$ cat config.mk
export PLATFORM = sky130hd
export DESIGN_NAME = clk_seq_ctrl
export DESIGN_NICKNAME = d
export VERILOG_FILES = /design/src/rtl/clk_seq_pkg.sv /design/src/rtl/clk_seq_ctrl_sync2.sv /design/src/rtl/clk_seq_ctrl.sv
export SDC_FILE = /design/constraint.sdc
export NUM_CORES = 1
export LEC_CHECK = 0
export CAP_MARGIN = 20
export CORE_UTILIZATION = 45
export CTS_BUF_LIST = sky130_fd_sc_hd__clkbuf_16
export CTS_CLUSTER_DIAMETER = 40
export DETAILED_ROUTE_END_ITERATION = 10
export GPL_TIMING_DRIVEN = 0
export SKIP_CTS_REPAIR_TIMING = 1
export SLEW_MARGIN = 20
export SYNTH_ARGS = -nofsm -noshare
export SYNTH_HDL_FRONTEND = slang
export SYNTH_SLANG_ARGS = --single-unit
$ cat constraint.sdc
create_clock -name sys_clk -period 3.5 [get_ports sys_clk]
set_clock_uncertainty 0.1 [all_clocks]
set_input_delay 1.05 -clock sys_clk [delete_from_list [all_inputs] [get_ports sys_clk]]
set_output_delay 1.05 -clock sys_clk [all_outputs]
set_load 0.03 [all_outputs]
$ cat src/rtl/clk_seq_pkg.sv
// Shared types and constants for the clocking-manager power-up sequencer.
package clk_seq_pkg;

  typedef enum logic [2:0] {
    ST_HOLD      = 3'd0,
    ST_WAIT_LOCK = 3'd1,
    ST_SETTLE    = 3'd2,
    ST_RELEASE   = 3'd3,
    ST_RUN       = 3'd4,
    ST_FAULT     = 3'd5
  } state_e;

  localparam int LOSS_CNT_W = 8;

endpackage

$ cat src/rtl/clk_seq_ctrl_sync2.sv
// Generic two-flop synchronizer for slow level signals crossing into the local clock.
module sync2 #(
  parameter int WIDTH = 1
) (
  input  logic             clk,
  input  logic             rst_n,
  input  logic [WIDTH-1:0] i_d,
  output logic [WIDTH-1:0] o_q
);

  logic [WIDTH-1:0] r_meta;
  logic [WIDTH-1:0] r_sync;

  always_ff @(posedge clk or negedge rst_n) begin
    if (!rst_n) begin
      r_meta <= '0;
      r_sync <= '0;
    end else begin
      r_meta <= i_d;
      r_sync <= r_meta;
    end
  end

  assign o_q = r_sync;

endmodule

$ cat src/rtl/clk_seq_ctrl.sv
// Clocking-manager sequencer: pulses mmcm reset, waits for a settled lock, releases
// downstream domain resets one by one, and re-arms on lock loss or soft restart.
module clk_seq_ctrl
  import clk_seq_pkg::*;
#(
  parameter int RST_CYCLES    = 16,
  parameter int LOCK_TIMEOUT  = 65536,
  parameter int SETTLE_CYCLES = 256,
  parameter int MAX_RETRIES   = 3,
  parameter int N_DOM         = 2,
  parameter int STAGE_GAP     = 8
) (
  input  logic                  sys_clk,
  input  logic                  rst_n,
  input  logic                  mmcm_locked,
  input  logic                  restart,
  output logic                  mmcm_rst,
  output logic [N_DOM-1:0]      dom_rst_n,
  output logic                  clk_ready,
  output logic                  fault,
  output logic [LOSS_CNT_W-1:0] lock_loss_cnt,
  output logic [2:0]            state
);

  localparam int HOLD_W   = $clog2(RST_CYCLES) + 1;
  localparam int LOCK_W   = $clog2(LOCK_TIMEOUT) + 1;
  localparam int SETTLE_W = $clog2(SETTLE_CYCLES) + 1;
  localparam int GAP_W    = $clog2(STAGE_GAP) + 1;
  localparam int RETRY_W  = $clog2(MAX_RETRIES) + 1;
  localparam int K_W      = $clog2(N_DOM) + 1;

  localparam logic [HOLD_W-1:0]   HOLD_LAST   = HOLD_W'(RST_CYCLES - 1);
  localparam logic [LOCK_W-1:0]   LOCK_LAST   = LOCK_W'(LOCK_TIMEOUT - 1);
  localparam logic [SETTLE_W-1:0] SETTLE_LAST = SETTLE_W'(SETTLE_CYCLES - 1);
  localparam logic [GAP_W-1:0]    GAP_LAST    = GAP_W'(STAGE_GAP - 1);
  localparam logic [RETRY_W-1:0]  RETRY_MAX   = RETRY_W'(MAX_RETRIES);
  localparam logic [K_W-1:0]      K_DONE      = K_W'(N_DOM);

  logic                  w_locked_s;

  state_e                r_state,      w_state_next;
  logic [HOLD_W-1:0]     r_hold_cnt,   w_hold_next;
  logic [LOCK_W-1:0]     r_lock_cnt,   w_lock_next;
  logic [SETTLE_W-1:0]   r_settle_cnt, w_settle_next;
  logic [GAP_W-1:0]      r_gap_cnt,    w_gap_next;
  logic [K_W-1:0]        r_k,          w_k_next;
  logic [RETRY_W-1:0]    r_retry,      w_retry_next;
  logic [LOSS_CNT_W-1:0] r_loss_cnt,   w_loss_next;
  logic [N_DOM-1:0]      r_dom,        w_dom_next;
  logic                  r_mmcm_rst;
  logic                  r_clk_ready;
  logic                  r_fault;
  logic                  w_fail;
  logic                  w_advance;

  sync2 #(.WIDTH(1)) u_lock_sync (
    .clk   (sys_clk),
    .rst_n (rst_n),
    .i_d   (mmcm_locked),
    .o_q   (w_locked_s)
  );

  always_comb begin
    w_state_next  = r_state;
    w_hold_next   = '0;
    w_lock_next   = '0;
    w_settle_next = '0;
    w_gap_next    = '0;
    w_k_next      = r_k;
    w_retry_next  = r_retry;
    w_loss_next   = r_loss_cnt;
    w_dom_next    = r_dom;
    w_fail        = 1'b0;
    w_advance     = 1'b0;

    case (r_state)
      ST_HOLD: begin
        if (r_hold_cnt == HOLD_LAST) w_state_next = ST_WAIT_LOCK;
        else                         w_hold_next  = r_hold_cnt + HOLD_W'(1);
      end
      ST_WAIT_LOCK: begin
        if (w_locked_s)                   w_state_next = ST_SETTLE;
        else if (r_lock_cnt == LOCK_LAST) w_fail       = 1'b1;
        else                              w_lock_next  = r_lock_cnt + LOCK_W'(1);
      end
      ST_SETTLE: begin
        if (!w_locked_s)                      w_fail        = 1'b1;
        else if (r_settle_cnt == SETTLE_LAST) w_state_next  = ST_RELEASE;
        else                                  w_settle_next = r_settle_cnt + SETTLE_W'(1);
      end
      ST_RELEASE: begin
        // A drop here always restarts from HOLD; the retry count saturates at its limit.
        if (!w_locked_s) begin
          w_state_next = ST_HOLD;
          if (r_retry < RETRY_MAX) w_retry_next = r_retry + RETRY_W'(1);
        end else if (r_k == K_DONE) begin
          w_state_next = ST_RUN;
        end else if (r_gap_cnt == GAP_LAST) begin
          w_advance = 1'b1;
          w_k_next  = r_k + K_W'(1);
        end else begin
          w_gap_next = r_gap_cnt + GAP_W'(1);
        end
      end
      ST_RUN: begin
        w_retry_next = '0;
        if (!w_locked_s) begin
          w_state_next = ST_HOLD;
          if (r_loss_cnt != '1) w_loss_next = r_loss_cnt + LOSS_CNT_W'(1);
        end
      end
      ST_FAULT: ;
      default: w_state_next = ST_HOLD;
    endcase

    if (w_fail) begin
      w_retry_next = r_retry + RETRY_W'(1);
      w_state_next = (w_retry_next >= RETRY_MAX) ? ST_FAULT : ST_HOLD;
    end

    // Restart overrides every transition but keeps any lock-loss count taken above.
    if (restart) begin
      w_state_next  = ST_HOLD;
      w_retry_next  = '0;
      w_hold_next   = '0;
      w_lock_next   = '0;
      w_settle_next = '0;
      w_gap_next    = '0;
      w_advance     = 1'b0;
    end

    if (w_state_next != ST_RELEASE) w_k_next = '0;

    if (w_advance) begin
      for (int i = 0; i < N_DOM; i++) begin
        if (r_k == K_W'(i)) w_dom_next[i] = 1'b1;
      end
    end
    if (!(w_state_next inside {ST_RELEASE, ST_RUN})) w_dom_next = '0;
  end

  always_ff @(posedge sys_clk or negedge rst_n) begin
    if (!rst_n) begin
      r_state      <= ST_HOLD;
      r_hold_cnt   <= '0;
      r_lock_cnt   <= '0;
      r_settle_cnt <= '0;
      r_gap_cnt    <= '0;
      r_k          <= '0;
      r_retry      <= '0;
      r_loss_cnt   <= '0;
      r_dom        <= '0;
      r_mmcm_rst   <= 1'b1;
      r_clk_ready  <= 1'b0;
      r_fault      <= 1'b0;
    end else begin
      r_state      <= w_state_next;
      r_hold_cnt   <= w_hold_next;
      r_lock_cnt   <= w_lock_next;
      r_settle_cnt <= w_settle_next;
      r_gap_cnt    <= w_gap_next;
      r_k          <= w_k_next;
      r_retry      <= w_retry_next;
      r_loss_cnt   <= w_loss_next;
      r_dom        <= w_dom_next;
      r_mmcm_rst   <= (w_state_next == ST_HOLD) || (w_state_next == ST_FAULT);
      r_clk_ready  <= (w_state_next == ST_RUN);
      r_fault      <= (w_state_next == ST_FAULT);
    end
  end

  assign mmcm_rst      = r_mmcm_rst;
  assign dom_rst_n     = r_dom;
  assign clk_ready     = r_clk_ready;
  assign fault         = r_fault;
  assign lock_loss_cnt = r_loss_cnt;
  assign state         = r_state;

endmodule
==> reports/results.ini <==
[drt]
postRouteAntennaNets = 0
drc = 0
viasPerCell = 5.17
vias = 1966
drtIter0Drc = 109
wirelength_um = 5060
detail_route.first_pass.iterations = 4
drt-wirelength-per-cell_um = 13.3

[placement]
gp_congestion = 0.748
dp_hpwl_um = 3460
dp_slack_ps = 734
port-buffer-count = 19
place_area_um2 = 3160

[yosys]
yosysTopAreaCell = dfrtp_1
synth_edf_count = 0
ys_seq_elements = 58
synthFlopType = dfrtp_1
yosysWarningCount = 0
avgSynthCellArea_um2 = 10.6
yosys-top-cells-area = dfrtp_1 (50%), xor2_1 (6.1%), nor2_1 (4.9%)
yosysSeqAreaShare_pct = 50.9
yosysMostFrequentCell = dfrtp_1
synth_top_area_share_pct = 50.0
synth.distinct_cells = 52
syn-num-nets = 283
ys_top_cells_by_count = dfrtp_1 (57), nor2_1 (37), xor2_1 (20), nand3_1 (16), xnor2_1 (13)
netlist_area_um2 = 2860
async_flop_share_pct = 100
syn_inst = 269

[pwr]
pwr-share-seq_pct = 43.9
p_leak_nw = 1.54
combPwrFrac_pct = 3.2
clkPwrFrac_pct = 52.9
switching_share_pct = 20.6
ir_drop_mv = 0.296
p_sw_w = 0.000321
power.density_nw_per_um2 = 453
power.internal_w = 0.00124

[timing]
max_freq_mhz = 377
finalCritPeriodShare_pct = 75.8
tightest_slew_ps = 665
rsz0062_at_grt = no
relSlewSlack_pct = 55.3
fin_hold_ws_ps = 261
layout_setup_ws_ps = 847
finalHoldViolations = 0
setup_viol = 0
drv_slew = 0
fin_crit_ps = 2650

[clocking]
clockBufferDepth = 2
cts.sinks = 58
cts.clk_slew.worst_paths_ps = 50
cts_root_buffer = clkbuf_16
cts_tree = built
clock_latency_ps = 320
h-tree-depth = 3
cts_buffers = 9

[critical_path]
cp-end-kind = output pin
critical-path-top-delay-family = buffers and inverters
criticalPathCategory = reg -> out
slowest_stage = clkdlybuf4s50_1
max_stage_delay_ps = 670
crit_arrival_ps = 1500
crit_required_ps = 2350
path_max_fanout = 1
critPathLaunchType = register
critPathBufInv = 1
crit_chain = clkdlybuf4s50_1

[floorplan]
dieArea_um2 = 6670
die_y_um = 81.7
start_util_pct = 47.4
ios = 20
core_area_um2 = 6030
fp.dieW_um = 81.7
rows = 28

[grt]
grt_pass1_wl_um = 9110
antenna_found_initial = 0
grt_max_degree = 50
grt.overflow.total = 0
grt_pass1_vias = 1953
grt_usage_pct = 18.4

[cells_and_area]
n_fill_cell = 530
area_growth_syn_to_layout_pct = 20.9
postLayoutCellArea_um2 = 3450
fin_nets = 314
diodes = 0
layout-drive-gt1-share_pct = 13.8

[flow_run]
drv_cap = 0

[min_path]
hold_path.class = reg -> reg

[status]
status = finished clean

[flip-flops by register name, summed over array words and instances, names as in the netlist, 2 cells and up]
signal	cells
lock_loss_cnt	8
r_retry	3
r_gap_cnt	4
dom_rst_n	2
r_lock_cnt	17
r_settle_cnt	9
state	3
r_k	2
r_hold_cnt	5
[power by group through the flow]
stage                     sequential, W  combinational [W]  clock [W]
after floorplan                0.000702          0.0000148          0
after global placement         0.000697          0.0000480          0
after detailed placement       0.000696          0.0000514          0
after CTS                      0.000685          0.0000515   0.000851
after global routing           0.000686          0.0000573   0.000879
final                          0.000686          0.0000498   0.000826
[layer usage]
layer  global-route usage (%)  share of wire, %
met1                     25.5                51
met2                     26.0                43
met3                     4.89               3.7
met4                     10.4               2.4
met5                        0                 0
[final timing paths]
kind / from / end / slack, ps / cells after the start
min: u_lock_sync.r_meta / u_lock_sync.o_q / 260 / 0
max: mmcm_rst / mmcm_rst / 850 / 1
max in group asynchronous: rst_n / mmcm_rst / 2320 / 2
min reg2reg: u_lock_sync.r_meta / u_lock_sync.o_q / 260 / 0
max reg2reg: r_k[0] / dom_rst_n[0] / 1480 / 7
min in group asynchronous: rst_n / r_settle_cnt[0] / 460 / 1
[stage by stage]
stage / power, W / util (%) / setup TNS [ps] / cells
2_1_floorplan: 0.000717 / - / 0 / 269
3_3_place_gp: 0.000745 / 52.1 / -34620 / 363
3_5_place_dp: 0.000748 / 52.5 / 0 / 364
4_1_cts: 0.00159 / 57.3 / 0 / 380
5_1_grt: 0.00162 / 57.3 / 0 / 380
6_report: 0.00156 / 57.3 / 0 / 380
[final cells by class]
type                    count  area [µm²]  area share, %
plain buffers               7        66.3           1.92
well taps                  75        93.8           2.72
repair buffers             20         215           6.24
flip-flops and latches     58        1450           42.1
clock buffers               9         225           6.53
multi-input cells         192        1290           37.4
inverters                  12        45.0           1.31
clock inverters             7        61.3           1.78
[kinds of logic after synthesis]
family / count (synthesis) / synth area share (%)
AND/OR/NAND/NOR: 122 / 23.4
flip-flops: 58 / 50.9
XOR/XNOR: 33 / 10.1
AO/OA/AOI/OAI: 24 / 6.22
buffers and inverters: 19 / 3.90
adder cells (fa/ha/maj): 10 / 4.38
multiplexers: 3 / 1.10
[cell usage in the layout (no fill, tap or decap), types with 2 or more instances in the layout]
master / n
nor3b_1: 2
nand2b_1: 4
and4_1: 2
nor3_1: 6
clkinv_2: 4
nor2b_1: 3
inv_1: 12
buf_2: 2
a31oi_1: 3
a21oi_1: 4
or3_1: 3
nand4_1: 6
a21boi_0: 2
and2_1: 4
nand4b_1: 2
o21ai_0: 4
buf_6: 5
nand3_1: 16
dfrtp_1: 57
nor2_1: 37
nor4_1: 4
ha_1: 10
and3_2: 3
nand2_1: 12
and3_1: 7
clkbuf_16: 9
xnor2_1: 13
xor2_1: 20
clkdlybuf4s50_1: 18
mux2i_1: 2
(Power assumes the default switching activity.)
